### config.mk
export PLATFORM = sky130hd
export DESIGN_NAME = controller_poller
export DESIGN_NICKNAME = d
export VERILOG_FILES = /design/src/rtl/controller_pkg.sv /design/src/rtl/controller_sync_m.sv /design/src/rtl/controller_poller.sv
export SDC_FILE = /design/constraint.sdc
export NUM_CORES = 1
export LEC_CHECK = 0
export BUFFER_PORTS_ARGS = -buffer_cell sky130_fd_sc_hd__buf_2
export CORE_MARGIN = 8
export CORE_UTILIZATION = 46
export CTS_CLUSTER_DIAMETER = 60
export DETAILED_ROUTE_END_ITERATION = 16
export PLACE_DENSITY_LB_ADDON = 0.25
export SLEW_MARGIN = 20
export SYNTH_ARGS = -nofsm -noshare
export SYNTH_HDL_FRONTEND = slang
export SYNTH_SLANG_ARGS = --single-unit
export TNS_END_PERCENT = 5
### constraint.sdc
create_clock -name clk -period 1.87 [get_ports clk]
set_input_delay 0.4675 -clock clk [delete_from_list [all_inputs] [get_ports clk]]
set_output_delay 0.4675 -clock clk [all_outputs]
set_load 0.03 [all_outputs]
### src/rtl/controller_pkg.sv
// controller_pkg: shared types and constants for the game-pad poller.
//   - poll_state_e     : poll sequencer states
//   - BTN_*            : bit positions inside a button byte (A is the MSB,
//                        so it is the first bit shifted out of a pad)
//   - POLL_HALF_PERIODS: controller half-clock periods in one poll
//                        (2 for the latch pulse + 2 per button * 8)
//   - LAST_BIT         : index of the final button in a poll
package controller_pkg;

  typedef enum logic [2:0] {
    IDLE   = 3'd0,
    LATCH  = 3'd1,
    BIT_LO = 3'd2,
    BIT_HI = 3'd3,
    DONE   = 3'd4
  } poll_state_e;

  localparam int BTN_A      = 7;
  localparam int BTN_B      = 6;
  localparam int BTN_SELECT = 5;
  localparam int BTN_START  = 4;
  localparam int BTN_UP     = 3;
  localparam int BTN_DOWN   = 2;
  localparam int BTN_LEFT   = 1;
  localparam int BTN_RIGHT  = 0;

  localparam int POLL_HALF_PERIODS = 18;

  localparam logic [2:0] LAST_BIT = 3'd7;

endpackage

### src/rtl/controller_sync_m.sv
// controller_sync_m: STAGES-deep flip-flop synchroniser for one serial pad
// data line. Resets to 1, which on these active-low lines reads as
// "button released".
//   clk   in  system clock
//   rst_n in  asynchronous active-low reset
//   d_i   in  raw pin level
//   q_o   out synchronised level (STAGES cycles later; STAGES=0 bypasses)
module controller_sync_m #(
  parameter int STAGES = 2
) (
  input  logic clk,
  input  logic rst_n,
  input  logic d_i,
  output logic q_o
);

  generate
    if (STAGES == 0) begin : g_bypass
      assign q_o = d_i;
    end else begin : g_sync
      logic [STAGES-1:0] sync_q;

      // Shift chain: stage 0 captures the pin, last stage feeds the sampler.
      always_ff @(posedge clk or negedge rst_n) begin
        if (!rst_n) begin
          sync_q <= '1;
        end else begin
          sync_q[0] <= d_i;
          for (int i = 1; i < STAGES; i++) begin
            sync_q[i] <= sync_q[i-1];
          end
        end
      end

      assign q_o = sync_q[STAGES-1];
    end
  endgenerate

endmodule

### src/rtl/controller_poller.sv
// controller_poller: drives latch / shift clock to two serial game pads,
// samples both active-low data lines once per button and publishes
// active-high button bytes, updated atomically once per poll.
//   clk, rst_n          system clock, asynchronous active-low reset
//   poll_start          one-cycle poll request (ignored while busy)
//   data_1_B, data_2_B  serial pad data, active-low
//   latch               parallel-load strobe to both pads
//   ctrl_clk            registered shift clock level
//   ctrl_clk_en         one-cycle strobe on each ctrl_clk rising cycle
//   busy                poll in progress
//   done                one-cycle pulse when button bytes are updated
//   buttons_1/2         {a,b,select,start,up,down,left,right}, active-high
// All outputs are registered; their next values are decoded from the
// next-state signals so they line up exactly with the state they describe.
module controller_poller
  import controller_pkg::*;
#(
  parameter int CLK_DIV     = 4,
  parameter int SYNC_STAGES = 2
) (
  input  logic       clk,
  input  logic       rst_n,
  input  logic       poll_start,
  input  logic       data_1_B,
  input  logic       data_2_B,
  output logic       latch,
  output logic       ctrl_clk,
  output logic       ctrl_clk_en,
  output logic       busy,
  output logic       done,
  output logic [7:0] buttons_1,
  output logic [7:0] buttons_2
);

  localparam int CW = (CLK_DIV > 1) ? $clog2(CLK_DIV) : 1;
  localparam logic [CW-1:0] CNT_LAST = CW'(CLK_DIV - 1);

  poll_state_e   state_q, state_d;
  logic [CW-1:0] cnt_q, cnt_d;
  logic          half_q, half_d;   // second half of the latch pulse
  logic [2:0]    bit_q, bit_d;
  logic [7:0]    sh1_q, sh1_d, sh2_q, sh2_d;
  logic [7:0]    btn1_q, btn1_d, btn2_q, btn2_d;
  logic          latch_q, latch_d, cclk_q, cclk_d, cen_q, cen_d;
  logic          busy_q, busy_d, done_q, done_d;
  logic          d1_sync_s, d2_sync_s, cnt_last_s;

  controller_sync_m #(.STAGES(SYNC_STAGES)) u_sync_1 (
    .clk(clk), .rst_n(rst_n), .d_i(data_1_B), .q_o(d1_sync_s)
  );

  controller_sync_m #(.STAGES(SYNC_STAGES)) u_sync_2 (
    .clk(clk), .rst_n(rst_n), .d_i(data_2_B), .q_o(d2_sync_s)
  );

  assign cnt_last_s = (cnt_q == CNT_LAST);

  // Next-state, counters, shift registers and registered-output decode.
  always_comb begin
    state_d = state_q;
    cnt_d   = cnt_q;
    half_d  = half_q;
    bit_d   = bit_q;
    sh1_d   = sh1_q;
    sh2_d   = sh2_q;

    case (state_q)
      IDLE: begin
        if (poll_start) begin
          state_d = LATCH;
          cnt_d   = '0;
          half_d  = 1'b0;
          bit_d   = 3'd0;
        end else begin
          state_d = IDLE;
        end
      end
      LATCH: begin
        if (cnt_last_s) begin
          cnt_d = '0;
          if (half_q) begin
            state_d = BIT_LO;
            half_d  = 1'b0;
            bit_d   = 3'd0;
          end else begin
            half_d = 1'b1;
          end
        end else begin
          cnt_d = cnt_q + CW'(1);
        end
      end
      BIT_LO: begin
        if (cnt_last_s) begin
          // Data has been stable for at least one synchroniser delay here.
          cnt_d   = '0;
          sh1_d   = {sh1_q[6:0], ~d1_sync_s};
          sh2_d   = {sh2_q[6:0], ~d2_sync_s};
          state_d = BIT_HI;
        end else begin
          cnt_d = cnt_q + CW'(1);
        end
      end
      BIT_HI: begin
        if (cnt_last_s) begin
          cnt_d = '0;
          if (bit_q == LAST_BIT) begin
            state_d = DONE;
          end else begin
            bit_d   = bit_q + 3'd1;
            state_d = BIT_LO;
          end
        end else begin
          cnt_d = cnt_q + CW'(1);
        end
      end
      DONE: begin
        state_d = IDLE;
      end
      default: begin
        state_d = IDLE;
      end
    endcase

    latch_d = (state_d == LATCH);
    cclk_d  = (state_d == BIT_HI) || ((state_d == LATCH) && half_d);
    // First cycle of every high phase: counter has just wrapped to zero.
    cen_d   = cclk_d && (cnt_d == '0);
    busy_d  = (state_d != IDLE);
    done_d  = (state_d == DONE);
    if (state_d == DONE) begin
      btn1_d = sh1_q;
      btn2_d = sh2_q;
    end else begin
      btn1_d = btn1_q;
      btn2_d = btn2_q;
    end
  end

  // State, counters, shift registers and output registers.
  always_ff @(posedge clk or negedge rst_n) begin
    if (!rst_n) begin
      state_q <= IDLE;
      cnt_q   <= '0;
      half_q  <= 1'b0;
      bit_q   <= 3'd0;
      sh1_q   <= 8'h00;
      sh2_q   <= 8'h00;
      btn1_q  <= 8'h00;
      btn2_q  <= 8'h00;
      latch_q <= 1'b0;
      cclk_q  <= 1'b0;
      cen_q   <= 1'b0;
      busy_q  <= 1'b0;
      done_q  <= 1'b0;
    end else begin
      state_q <= state_d;
      cnt_q   <= cnt_d;
      half_q  <= half_d;
      bit_q   <= bit_d;
      sh1_q   <= sh1_d;
      sh2_q   <= sh2_d;
      btn1_q  <= btn1_d;
      btn2_q  <= btn2_d;
      latch_q <= latch_d;
      cclk_q  <= cclk_d;
      cen_q   <= cen_d;
      busy_q  <= busy_d;
      done_q  <= done_d;
    end
  end

  assign latch       = latch_q;
  assign ctrl_clk    = cclk_q;
  assign ctrl_clk_en = cen_q;
  assign busy        = busy_q;
  assign done        = done_q;
  assign buttons_1   = btn1_q;
  assign buttons_2   = btn2_q;

endmodule

Word level (Yosys, flattened, before mapping). Cells that the tools add are included.

$add $sub $neg: 2. Multiply operators: 0. Div/mod/pow operators: 0. $lt $le $gt $ge: 0. Eq/ne operators: 13. Shift-type cells: 0. Mux-type cells: 20. Bitwise gates (word level): 2. Reductions and logical operators: 10.

Operator list (count): 3-bit 2-to-1 mux (10); 3-bit case mux with 4 select lines (1); 2-bit != test, second input constant (5); 3-bit by 2-bit equality test with 1-bit output, second input constant (3); 3-bit case mux with 3 select lines (1); 3-bit by 1-bit equality test with 1-bit output, second input constant (2); 3-bit equality test, second input constant (2); 6-bit AND reduction (1); 3-bit nonzero test (2); 1-bit 2-to-1 mux (4); 2-bit 2-to-1 mux (2); 2-bit case mux with 2 select lines (1); 3-bit by 1-bit adder with 3-bit output, second input constant (1); 3-bit logical NOT (1); 3-bit OR reduction (1); 2-bit by 1-bit adder with 2-bit output, second input constant (1); 2-bit equality test, second input constant (1); 1-bit logical AND (2); 2-bit logical NOT (1); 1-bit NOT (2); 1-bit case mux with 2 select lines (1); 2-bit AND reduction (1); 1-bit logical OR (1).

Flip-flop bits (word level): 50. Bits in latches: 0. RAM bits: 0. ROM bits: 0. Input port bits: 5. Word-level logic and storage cells: 62. Memories kept: 0.

Depth between registers and ports, before layout. Gate-level depths: netlist of run 1.

Depth in word-level cells: 8. Mapped depth: 7. Mapped depth without buffers: 6.

Modules after synthesis. From an unflattened synthesis of run 1, not the netlist that was laid out.

Cell total of the unflattened synthesis: 163. Area, all modules: 2044.5 um^2.

Modules (own cells, without submodules): controller_poller (instances 1, cells an instance 159, area each 1939.4 um^2, sequential area each 1151.1 um^2); controller_sync_m (instances 2, cells an instance 2, area each 52.6 um^2, sequential area each 52.6 um^2).

Worst setup path after synthesis of run 1. No wires, ideal clock.

Path type: register to register. From: reg cnt_q[0]. To: reg btn1_q[0] (netlist: buttons_1[0]). Data arrival time: 1752 ps. Data required time: 1745 ps. Setup slack: -7 ps. Stages on the path, launching flop included: 7. Buffers on the path: 1. Period minus slack after synthesis: 1877 ps. Path through: dfrtp_1 -> ha_1 -> and3_1 -> o32ai_4 -> nor2_4 -> buf_6 -> mux2_4.

Longest elaborated chain between the ends: 4. Elaborated cells on any way between the ends: 6. Classes of those cells: eq/ne: 2; mux: 4.

Ends and longest elaborated chain: start: declaration (line controller_poller.sv:39) `logic [CW-1:0] cnt_q, cnt_d;`; start signal: assignment (line controller_poller.sv:157) `cnt_q <= cnt_d;`; 2-bit equality test * (line controller_poller.sv:56) `assign cnt_last_s = (cnt_q == CNT_LAST);`; 3-bit 2-to-1 mux (on tied branches) (line controller_poller.sv:104, controller_poller.sv:79, controller_poller.sv:93); 3-bit case mux with 4 select lines * (line controller_poller.sv:67) `case (state_q)`; named net state_d[0] (line controller_poller.sv:38) `poll_state_e state_q, state_d;`; 3-bit equality test *; named net done_d (line controller_poller.sv:45) `logic busy_q, busy_d, done_q, done_d;`; end signal: assignment (line controller_poller.sv:162) `btn1_q <= btn1_d;`; end: declaration (line controller_poller.sv:43) `logic [7:0] btn1_q, btn1_d, btn2_q, btn2_d;`.

The timed path passes the listed nets; every way through them passes the cells marked *. A chain may end at the register's enable or synchronous reset.

Worst setup path after layout of run 1.
From: reg cnt_q[0]. To: reg btn2_q[5] (netlist: buttons_2[5]).

Longest elaborated chain between the ends: 4. Elaborated cells on any way between the ends: 6. Classes of those cells: eq/ne: 2; mux: 4.

Ends and longest elaborated chain: 2-bit equality test * (line controller_poller.sv:56); 3-bit 2-to-1 mux (on tied branches) (line controller_poller.sv:104, controller_poller.sv:79, controller_poller.sv:93); 3-bit case mux with 4 select lines * (line controller_poller.sv:67); named net state_d[0] (line controller_poller.sv:38); 3-bit equality test * (line controller_poller.sv:130) `if (state_d == DONE) begin`; end signal: assignment (line controller_poller.sv:163) `btn2_q <= btn2_d;`; end: declaration (line controller_poller.sv:43).

Marked as above.

==> impl_metrics.toml, run 1 <==
[final_layout]
final_cell_mix = "nand2_1, dfrtp_1, buf_2"
fin_nets = 217
final_util = 0.593
antennaDiodeCount = 0
final_cells = 261
final_common_cell = "nand2_1"
drive_gt1_frac = 0.411
area_delta_synth_final_pct = 24.9

[floorplanning]
dieArea_um2 = 6850
io-pin-count = 26
initial_core_util = 0.475
die_w_um = 82.8
fp.dieH_um = 82.8
std_cell_rows = 24
core-area_um2 = 4320

[routing]
firstDrtPassIters = 4
vias_per_cell = 5.11
wl_per_cell_um = 15.3
ant_nets = 0
drc = 0
drt_first_iter_violations = 74
vias = 1334
totalWireLength_mm = 3.99

[sta]
fin_tns_setup_ps = 0
hold_slack_ps = 39.6
setup_viol = 0
timing.final.crit_share = 0.993
skew_ps = 12.3
fmax_mhz = 539
finalHoldViolations = 0
grt_setup_unrepaired = "yes"
min_period_ps = 1860
slew_viol_final = 0
max_slew_margin = 0.726
worst-slew-pin-transition_ps = 407

[global_route]
grt_use_met1 = 0.153
grt_pass1_wl_mm = 6.53
track_usage = 0.123
grt_pass1_vias = 1383
antenna_found_initial = 0
grt_max_degree = 27
grt_use_met3 = 0.0431
grt.busiest_layer = "met2"
grt_util_met2 = 0.204
grt_overflow = 0

[synth]
yosys_warnings = 0
netlist_area_um2 = 2050
synth_top_family_by_area = "simple AND/OR/NAND/NOR gates"
synth_cells = 167
synth_top_area_frac = 0.561
synth_flop_cell = "dfrtp_1"
syn_nets = 176
synth_adder_area_share = 0.0244
synth_compound_area_frac = 0.0652
avgSynthCellArea_um2 = 12.3
synth_seq_cells = 50
synth-xor-area-share = 0.00427
seq_area_frac_synth = 0.612
synth_area_leaders = "dfrtp_1, nand2_1, mux2_4"
synth_simple_gate_area_share = 0.155
synth_mux_area_frac = 0.115
async_flop_share = 1.00
synth_enable_flop_cells = 0
synth_top_area_cell = "dfrtp_1"
yosysUniqueCellTypes = 34

[clocking]
h-tree-depth = 2
cts_sinks = 50
cts_root_buf = "clkbuf_8"
clockBufferDepth = 2
cts_tree = "built"
path_clk_slew_ps = 90
clk_latency_ps = 300
numCtsBuffers = 5

[power_and_ir_drop]
p_clk_frac = 0.407
seq_power_share = 0.571
ir_drop_uv = 503
power.density_nw_per_um2 = 760
p_sw_w = 0.000393
p_total_w = 0.00195
p_int_w = 0.00156
switching_share = 0.202
leakage_nw = 1.29
combPwrFrac = 0.022

[critical_path]
r2r_start = "cnt_q[0]$_DFF_PN0_"
r2r_cells = 6
cp-start-kind = "flop"
cp_slowest_stage_delay_ps = 470
worstSetupStartpoint = "cnt_q[0]$_DFF_PN0_"
cpMaxStageDelayCell = "dfrtp_2"
cp_max_fo = 6
crit_type = "reg -> reg"
cp-end-kind = "flop"
worst_ep_required_time_ps = 2060
crit_chain = "ha_4 -> and3_4 -> o32ai_4 -> nor2_4 -> clkbuf_16 -> mux2_4"
arrival_ps = 2050

[place]
io_buffers = 25
hpwl_mm = 2.72
gp_congestion = 0.857
placed_cells = 252

[min_path]
hold_class = "in -> async"

[job]
cap_viol_max_count = 0

[status]
outcome = "completed"
==> sequential cells by signal, summed over array words and instances, names as in the netlist <==
name / count
sh2_q: 8
ctrl_clk: 1
half_q: 1
latch: 1
cnt_q: 2
sh1_q: 8
state_q: 3
ctrl_clk_en: 1
u_sync_1.g_sync.sync_q: 2
bit_q: 3
busy: 1
done: 1
buttons_2: 8
buttons_1: 8
u_sync_2.g_sync.sync_q: 2
==> repair_timing <==
| action | 4_1_cts | 5_1_grt |
|---|---|---|
| cloned | 0 | 1 |
| pin swaps | 0 | 6 |
| setup endpoints to repair | 16 | 16 |
| hold buffers | 0 | 0 |
| setup buffers | 0 | 0 |
| resized for setup | 1 | 18 |
==> critical path: cells and delay by family, from the launching register on <==
kind / cells / cell delay (ps)
AO/OA/AOI/OAI: 1 / 310
adder cells (fa/ha/maj): 1 / 200
AND/OR/NAND/NOR: 2 / 280
flip-flops: 1 / 470
buffers and inverters: 1 / 180
multiplexers: 1 / 300
==> layout make-up <==
class | instances | area [um^2]
Fill cell | 358 | 1760
Multi-Input combinational cell | 108 | 828
Sequential cell | 50 | 1260
Tap cell | 52 | 65.1
Timing Repair Buffer | 39 | 273
Clock inverter | 2 | 38.8
Clock buffer | 6 | 82.6
Inverter | 4 | 15.0
==> path summary, 6_finish.rpt <==
path                                                       endpoint  slack [ps]
worst max-delay path                       buttons_2[5]$_DFFE_PN0P_          10
worst min-delay path                                 busy$_DFF_PN0_          40
worst max register to register             buttons_2[5]$_DFFE_PN0P_          10
worst min register to register  u_sync_1.g_sync.sync_q[1]$_DFF_PN1_         360
max in group asynchronous       u_sync_1.g_sync.sync_q[1]$_DFF_PN1_        1280
min in group clk                u_sync_2.g_sync.sync_q[0]$_DFF_PN1_         260
==> Yosys cell counts, types with 2 or more instances <==
cell type	number
nand2_1	46
nor2b_1	4
o21ai_0	4
inv_1	4
mux2_4	9
dfrtp_1	46
a21oi_1	2
clkbuf_1	2
nor2_1	5
ha_1	4
mux2_2	8
buf_6	2
or2_2	4
dfstp_2	4
a22o_1	4
==> cells by family (layout without fill, tap and decap cells) <==
group                      count (synthesis)  after routing
buffers and inverters                      9             51
and+or+nand+nor                           69             69
muxes                                     18             18
xor gates and xnor gates                   1              1
AOI/OAI and AO/OA                         16             16
DFF                                       50             50
adders and majority gates                  4              4
==> per-layer routing <==
layer / wire length, um / vias to the layer above
li1: - / 631
met1: 1750 / 666
met2: 1950 / 33
met3: 264 / 4
met4: 27 / 0
met5: 0 / -
==> stage by stage <==
step / worst slack [ps] / cell area [um^2]
after floorplan: 6.67 / 2050
after global placement: 42.6 / 2330
after detailed placement: -59.3 / 2330
after CTS: 4.48 / 2450
after global routing: -30.2 / 2560
final: 13.1 / 2560
==> power groups by stage <==
stage          clock network [W]   logic [W]  registers, W
5_1_grt                 0.000855   0.0000503       0.00112
3_3_place_gp                   0   0.0000415       0.00113
4_1_cts                 0.000811   0.0000449       0.00111
2_1_floorplan                  0  0.00000995       0.00113
6_report                0.000793   0.0000425       0.00111
3_5_place_dp                   0   0.0000450       0.00113
No activity file was read; power rests on OpenSTA's default activity.
==> run 2: changes to the inputs <==
--- a/config.mk
+++ b/config.mk
@@ -7,7 +7,7 @@
 export LEC_CHECK = 0
 export BUFFER_PORTS_ARGS = -buffer_cell sky130_fd_sc_hd__buf_2
 export CORE_MARGIN = 8
-export CORE_UTILIZATION = 46
+export CORE_UTILIZATION = 35
 export CTS_CLUSTER_DIAMETER = 60
 export DETAILED_ROUTE_END_ITERATION = 16
 export PLACE_DENSITY_LB_ADDON = 0.25
==> impl_metrics.toml, run 2 (synthesis gave the netlist of run 1 again) <==
[sta]
worst-slew-pin-transition_ps = 588
slew_viol_final = 0
fin_ws_ps = 61.7
finalHoldViolations = 0
fmax_mhz = 553
timing.final.crit_share = 0.967
setup_viol = 0
grt_setup_unrepaired = "yes"
skew_ps = 9.18
min_period_ps = 1810
max_slew_margin = 0.608

[routing]
drc = 0
vias = 1305
totalWireLength_mm = 3.87
vias_per_cell = 4.50
wl_met2_mm = 1.79
firstDrtPassIters = 4
drt_first_iter_violations = 65
wl_met1_mm = 1.82
wl_met3_um = 189
top_layer_used = "met4"
wl_per_cell_um = 13.3
ant_nets = 0

[power_and_ir_drop]
ir_drop_uv = 357
power.density_nw_per_um2 = 696
leakage_nw = 1.29

[final_layout]
fin_nets = 223
antennaDiodeCount = 0
final_cells = 290
fill_cells = 561
area_delta_synth_final_pct = 24.1
final_cell_mix = "nand2_1, dfrtp_1, buf_2"
drive_gt1_frac = 0.400
final_util = 0.441
final_area_um2 = 2550

[clocking]
clk_latency_ps = 300
cts_root_buf = "clkbuf_8"
clockBufferDepth = 2
path_clk_slew_ps = 90
cts_tree = "built"
h-tree-depth = 2
numCtsBuffers = 5
cts_sinks = 50

[floorplanning]
io-pin-count = 26
die_w_um = 92.6
dieArea_um2 = 8570
initial_core_util = 0.355
fp.dieH_um = 92.6
core-area_um2 = 5780
std_cell_rows = 28

[critical_path]
cp_max_fo = 9
crit_type = "reg -> reg"
cp-start-kind = "flop"
cp_slowest_stage_delay_ps = 360
cp-end-kind = "flop"
r2r_start = "bit_q[0]$_DFFE_PN0P_"
worst_ep_required_time_ps = 2060
crit_family = "simple AND/OR/NAND/NOR gates"
crit_chain = "ha_1 -> ha_2 -> nand3_1 -> or2_4 -> nor2_4 -> buf_12 -> mux2_2"
worstSetupStartpoint = "bit_q[0]$_DFFE_PN0P_"
arrival_ps = 2000
cpMaxStageDelayCell = "dfrtp_1"
cp_num_buf_inv = 1

[global_route]
grt_pass1_vias = 1361
track_usage = 0.0976
antenna_found_initial = 0
grt_overflow = 0
grt_pass1_wl_mm = 6.64
grt_max_degree = 23

[place]
placed_cell_area_um2 = 2390
placed_cells = 278
io_buffers = 25
dp_slack_ps = -15.9
gp_congestion = 0.773
hpwl_mm = 2.68

[status]
outcome = "completed"

[job]
cap_viol_max_count = 0

[min_path]
hold_class = "in -> async"
-- run 2: worst reg2reg max path: cells and delay by family, from the launching register on --
kind                     cells  cell delay (ps)
multiplexers                 1              330
AND/OR/NAND/NOR              3              520
buffers and inverters        1              160
flip-flops                   1              360
adder cells (fa/ha/maj)      2              340
-- run 2: area by class of cell --
cell class | instances | area (um^2) | share of cell area
Inverter | 4 | 15.0 | 0.00589
Timing Repair Buffer | 45 | 318 | 0.125
Tap cell | 75 | 93.8 | 0.0368
Clock inverter | 2 | 15.0 | 0.00589
Sequential cell | 50 | 1260 | 0.493
Multi-Input combinational cell | 108 | 777 | 0.305
Clock buffer | 6 | 72.6 | 0.0285
-- run 2: worst paths after layout --
kind,end,slack [ps],cells after the start
max,buttons_2[6]$_DFFE_PN0P_,60,7
min,buttons_1[0]$_DFFE_PN0P_,90,1
max reg2reg,buttons_2[6]$_DFFE_PN0P_,60,7
min reg2reg,u_sync_2.g_sync.sync_q[1]$_DFF_PN1_,360,0
max in group asynchronous,state_q[0]$_DFF_PN0_,1260,2
min in group clk,u_sync_2.g_sync.sync_q[0]$_DFF_PN1_,260,1
-- run 2: power breakdown --
part / switching, W / internal, W / leakage [nW]
sequential: 0.0000110 / 0.00110 / 0.622
clock: 0.000354 / 0.000264 / 0.0374
combinational: 0.0000295 / 0.0000140 / 0.632
total: 0.000395 / 0.00138 / 1.29
-- run 2: routing by layer --
layer	vias up	track usage
li1	646	-
met1	636	0.119
met2	18	0.153
met3	5	0.0364
met4	0	0.0403
met5	-	0
-- run 2: per-stage QoR --
stage / hold WS [ps] / TNS [ps] / total power [W]
final: 90.5 / 0 / 0.00177
after CTS: 99.9 / 0 / 0.00180
after global placement: 346 / 0 / 0.00118
after floorplan: 172 / 0 / 0.00114
after detailed placement: 353 / -75.1 / 0.00118
after global routing: 107 / -434 / 0.00186
-- run 2: timing repair --
item	in CTS	in global routing
pin swaps	2	0
hold buffers	0	0
resized for setup	5	3
endpoints found under the hold margin	0	0
setup buffers	3	0
cloned	1	0
endpoints found under the setup margin	7	30
==> run 3: changes to the inputs <==
--- a/config.mk
+++ b/config.mk
@@ -11,6 +11,7 @@
 export CTS_CLUSTER_DIAMETER = 60
 export DETAILED_ROUTE_END_ITERATION = 16
 export PLACE_DENSITY_LB_ADDON = 0.25
+export SETUP_SLACK_MARGIN = 0.4
 export SLEW_MARGIN = 20
 export SYNTH_ARGS = -nofsm -noshare
 export SYNTH_HDL_FRONTEND = slang
==> impl_metrics.toml, run 3 (synthesis gave the netlist of run 1 again) <==
[floorplanning]
std_cell_rows = 28
core-area_um2 = 5780
dieArea_um2 = 8570
fp.dieH_um = 92.6
initial_core_util = 0.355
die_w_um = 92.6
io-pin-count = 26

[global_route]
grt_use_met1 = 0.109
grt_pass1_vias = 1318
grt_max_degree = 36
grt.busiest_layer = "met2"
grt_pass1_wl_mm = 6.24
grt_use_met3 = 0.0340
antenna_found_initial = 0
grt_util_met2 = 0.136
track_usage = 0.0906
grt_overflow = 0

[routing]
firstDrtPassIters = 4
wl_per_cell_um = 13.0
vias_per_cell = 4.60
totalWireLength_mm = 3.61
vias = 1278
drt_first_iter_violations = 35
ant_nets = 0
drc = 0

[critical_path]
rrSetupSlack_ps = 70
worst_ep_required_time_ps = 2060
cpMaxStageDelayCell = "dfrtp_2"
arrival_ps = 1990
cp_slowest_stage_delay_ps = 450
crit_chain = "ha_4 -> and3_4 -> o32ai_4 -> nor2_4 -> buf_12 -> mux2_4"
cp_max_fo = 17
worstSetupStartpoint = "cnt_q[0]$_DFF_PN0_"
cp-end-kind = "flop"
crit_type = "reg -> reg"
r2r_start = "cnt_q[0]$_DFF_PN0_"
cp-start-kind = "flop"

[sta]
fmax_mhz = 557
timing.final.crit_share = 0.961
hold_slack_ps = 71.2
setup_viol = 0
skew_ps = 12.2
grt_setup_unrepaired = "yes"
slew_viol_final = 0
finalHoldViolations = 0
min_period_ps = 1800
fin_tns_setup_ps = 0
worst-slew-pin-transition_ps = 392
max_slew_margin = 0.738

[clocking]
cts_root_buf = "clkbuf_8"
cts_sinks = 50
clockBufferDepth = 2
numCtsBuffers = 5
post-cts-setup-buffers = 0
ctsHoldBuffers = 0
path_clk_slew_ps = 90
cts_tree = "built"
clk_latency_ps = 300
h-tree-depth = 2

[place]
placed_cells = 270
gp_congestion = 0.836
hpwl_mm = 2.56
io_buffers = 25

[final_layout]
final_common_cell = "nand2_1"
drive_gt1_frac = 0.394
fill_cells = 579
multiInputGateArea_um2 = 786
final_cells = 278
seq_area_um2 = 1260
fin_nets = 211
antennaDiodeCount = 0
final_cell_mix = "nand2_1, dfrtp_1, buf_2"
area_delta_synth_final_pct = 21.5

[power_and_ir_drop]
power.density_nw_per_um2 = 781
ir_drop_uv = 372
p_total_w = 0.00195
leakage_nw = 1.26

[job]
cap_viol_max_count = 0

[min_path]
hold_class = "in -> async"

[status]
outcome = "completed"
[run 3: per-stage QoR]
step | instance area (um^2) | setup slack [ps] | util
floorplan | 2080 | 99.6 | -
detailed placement | 2350 | 50.2 | 0.407
finish | 2490 | 73.6 | 0.431
CTS | 2470 | 42.0 | 0.428
global placement | 2350 | 104 | 0.407
global route | 2490 | -43.6 | 0.431
[run 3: per-layer routing]
layer | share of wire | vias up
met5 | 0 | -
met4 | 0.026 | 0
met3 | 0.056 | 8
met2 | 0.45 | 21
met1 | 0.46 | 622
li1 | - | 627
[run 3: cell type report]
class,instances,share of cell area
Multi-Input combinational cell,108,0.315
Clock inverter,2,0.0156
Inverter,4,0.00602
Clock buffer,6,0.0331
Tap cell,75,0.0376
Timing Repair Buffer,33,0.0873
Sequential cell,50,0.505
[run 3: what timing repair did]
item | 4_1_cts | 5_1_grt
resized for setup | 0 | 9
pin swaps | 0 | 3
setup endpoints to repair | 32 | 32
endpoints found under the hold margin | 0 | 0
[run 3: worst paths after layout]
| path | endpoint | depth (start not counted) |
|---|---|---|
| min in group clk | u_sync_2.g_sync.sync_q[0]$_DFF_PN1_ | 1 |
| max in group asynchronous | u_sync_1.g_sync.sync_q[0]$_DFF_PN1_ | 2 |
| max | buttons_1[1]$_DFFE_PN0P_ | 6 |
| min | busy$_DFF_PN0_ | 1 |
| max reg2reg | buttons_1[1]$_DFFE_PN0P_ | 6 |
| min reg2reg | u_sync_1.g_sync.sync_q[1]$_DFF_PN1_ | 0 |
[run 3: critical path, delay by kind of cell (launching register included)]
kind,cells,cell delay (ps)
DFF,1,450
AOI/OAI and AO/OA,1,340
muxes,1,290
and+or+nand+nor,2,250
adders and majority gates,1,200
buffers and inverters,1,170
[run 3: power breakdown]
| part | internal [W] | switching (W) | total (W) | leakage (nW) |
|---|---|---|---|---|
| clock network | 0.000440 | 0.000354 | 0.000794 | 0.0618 |
| registers | 0.00110 | 0.0000115 | 0.00111 | 0.619 |
| logic | 0.0000126 | 0.0000275 | 0.0000401 | 0.575 |
| total | 0.00155 | 0.000393 | 0.00195 | 1.26 |
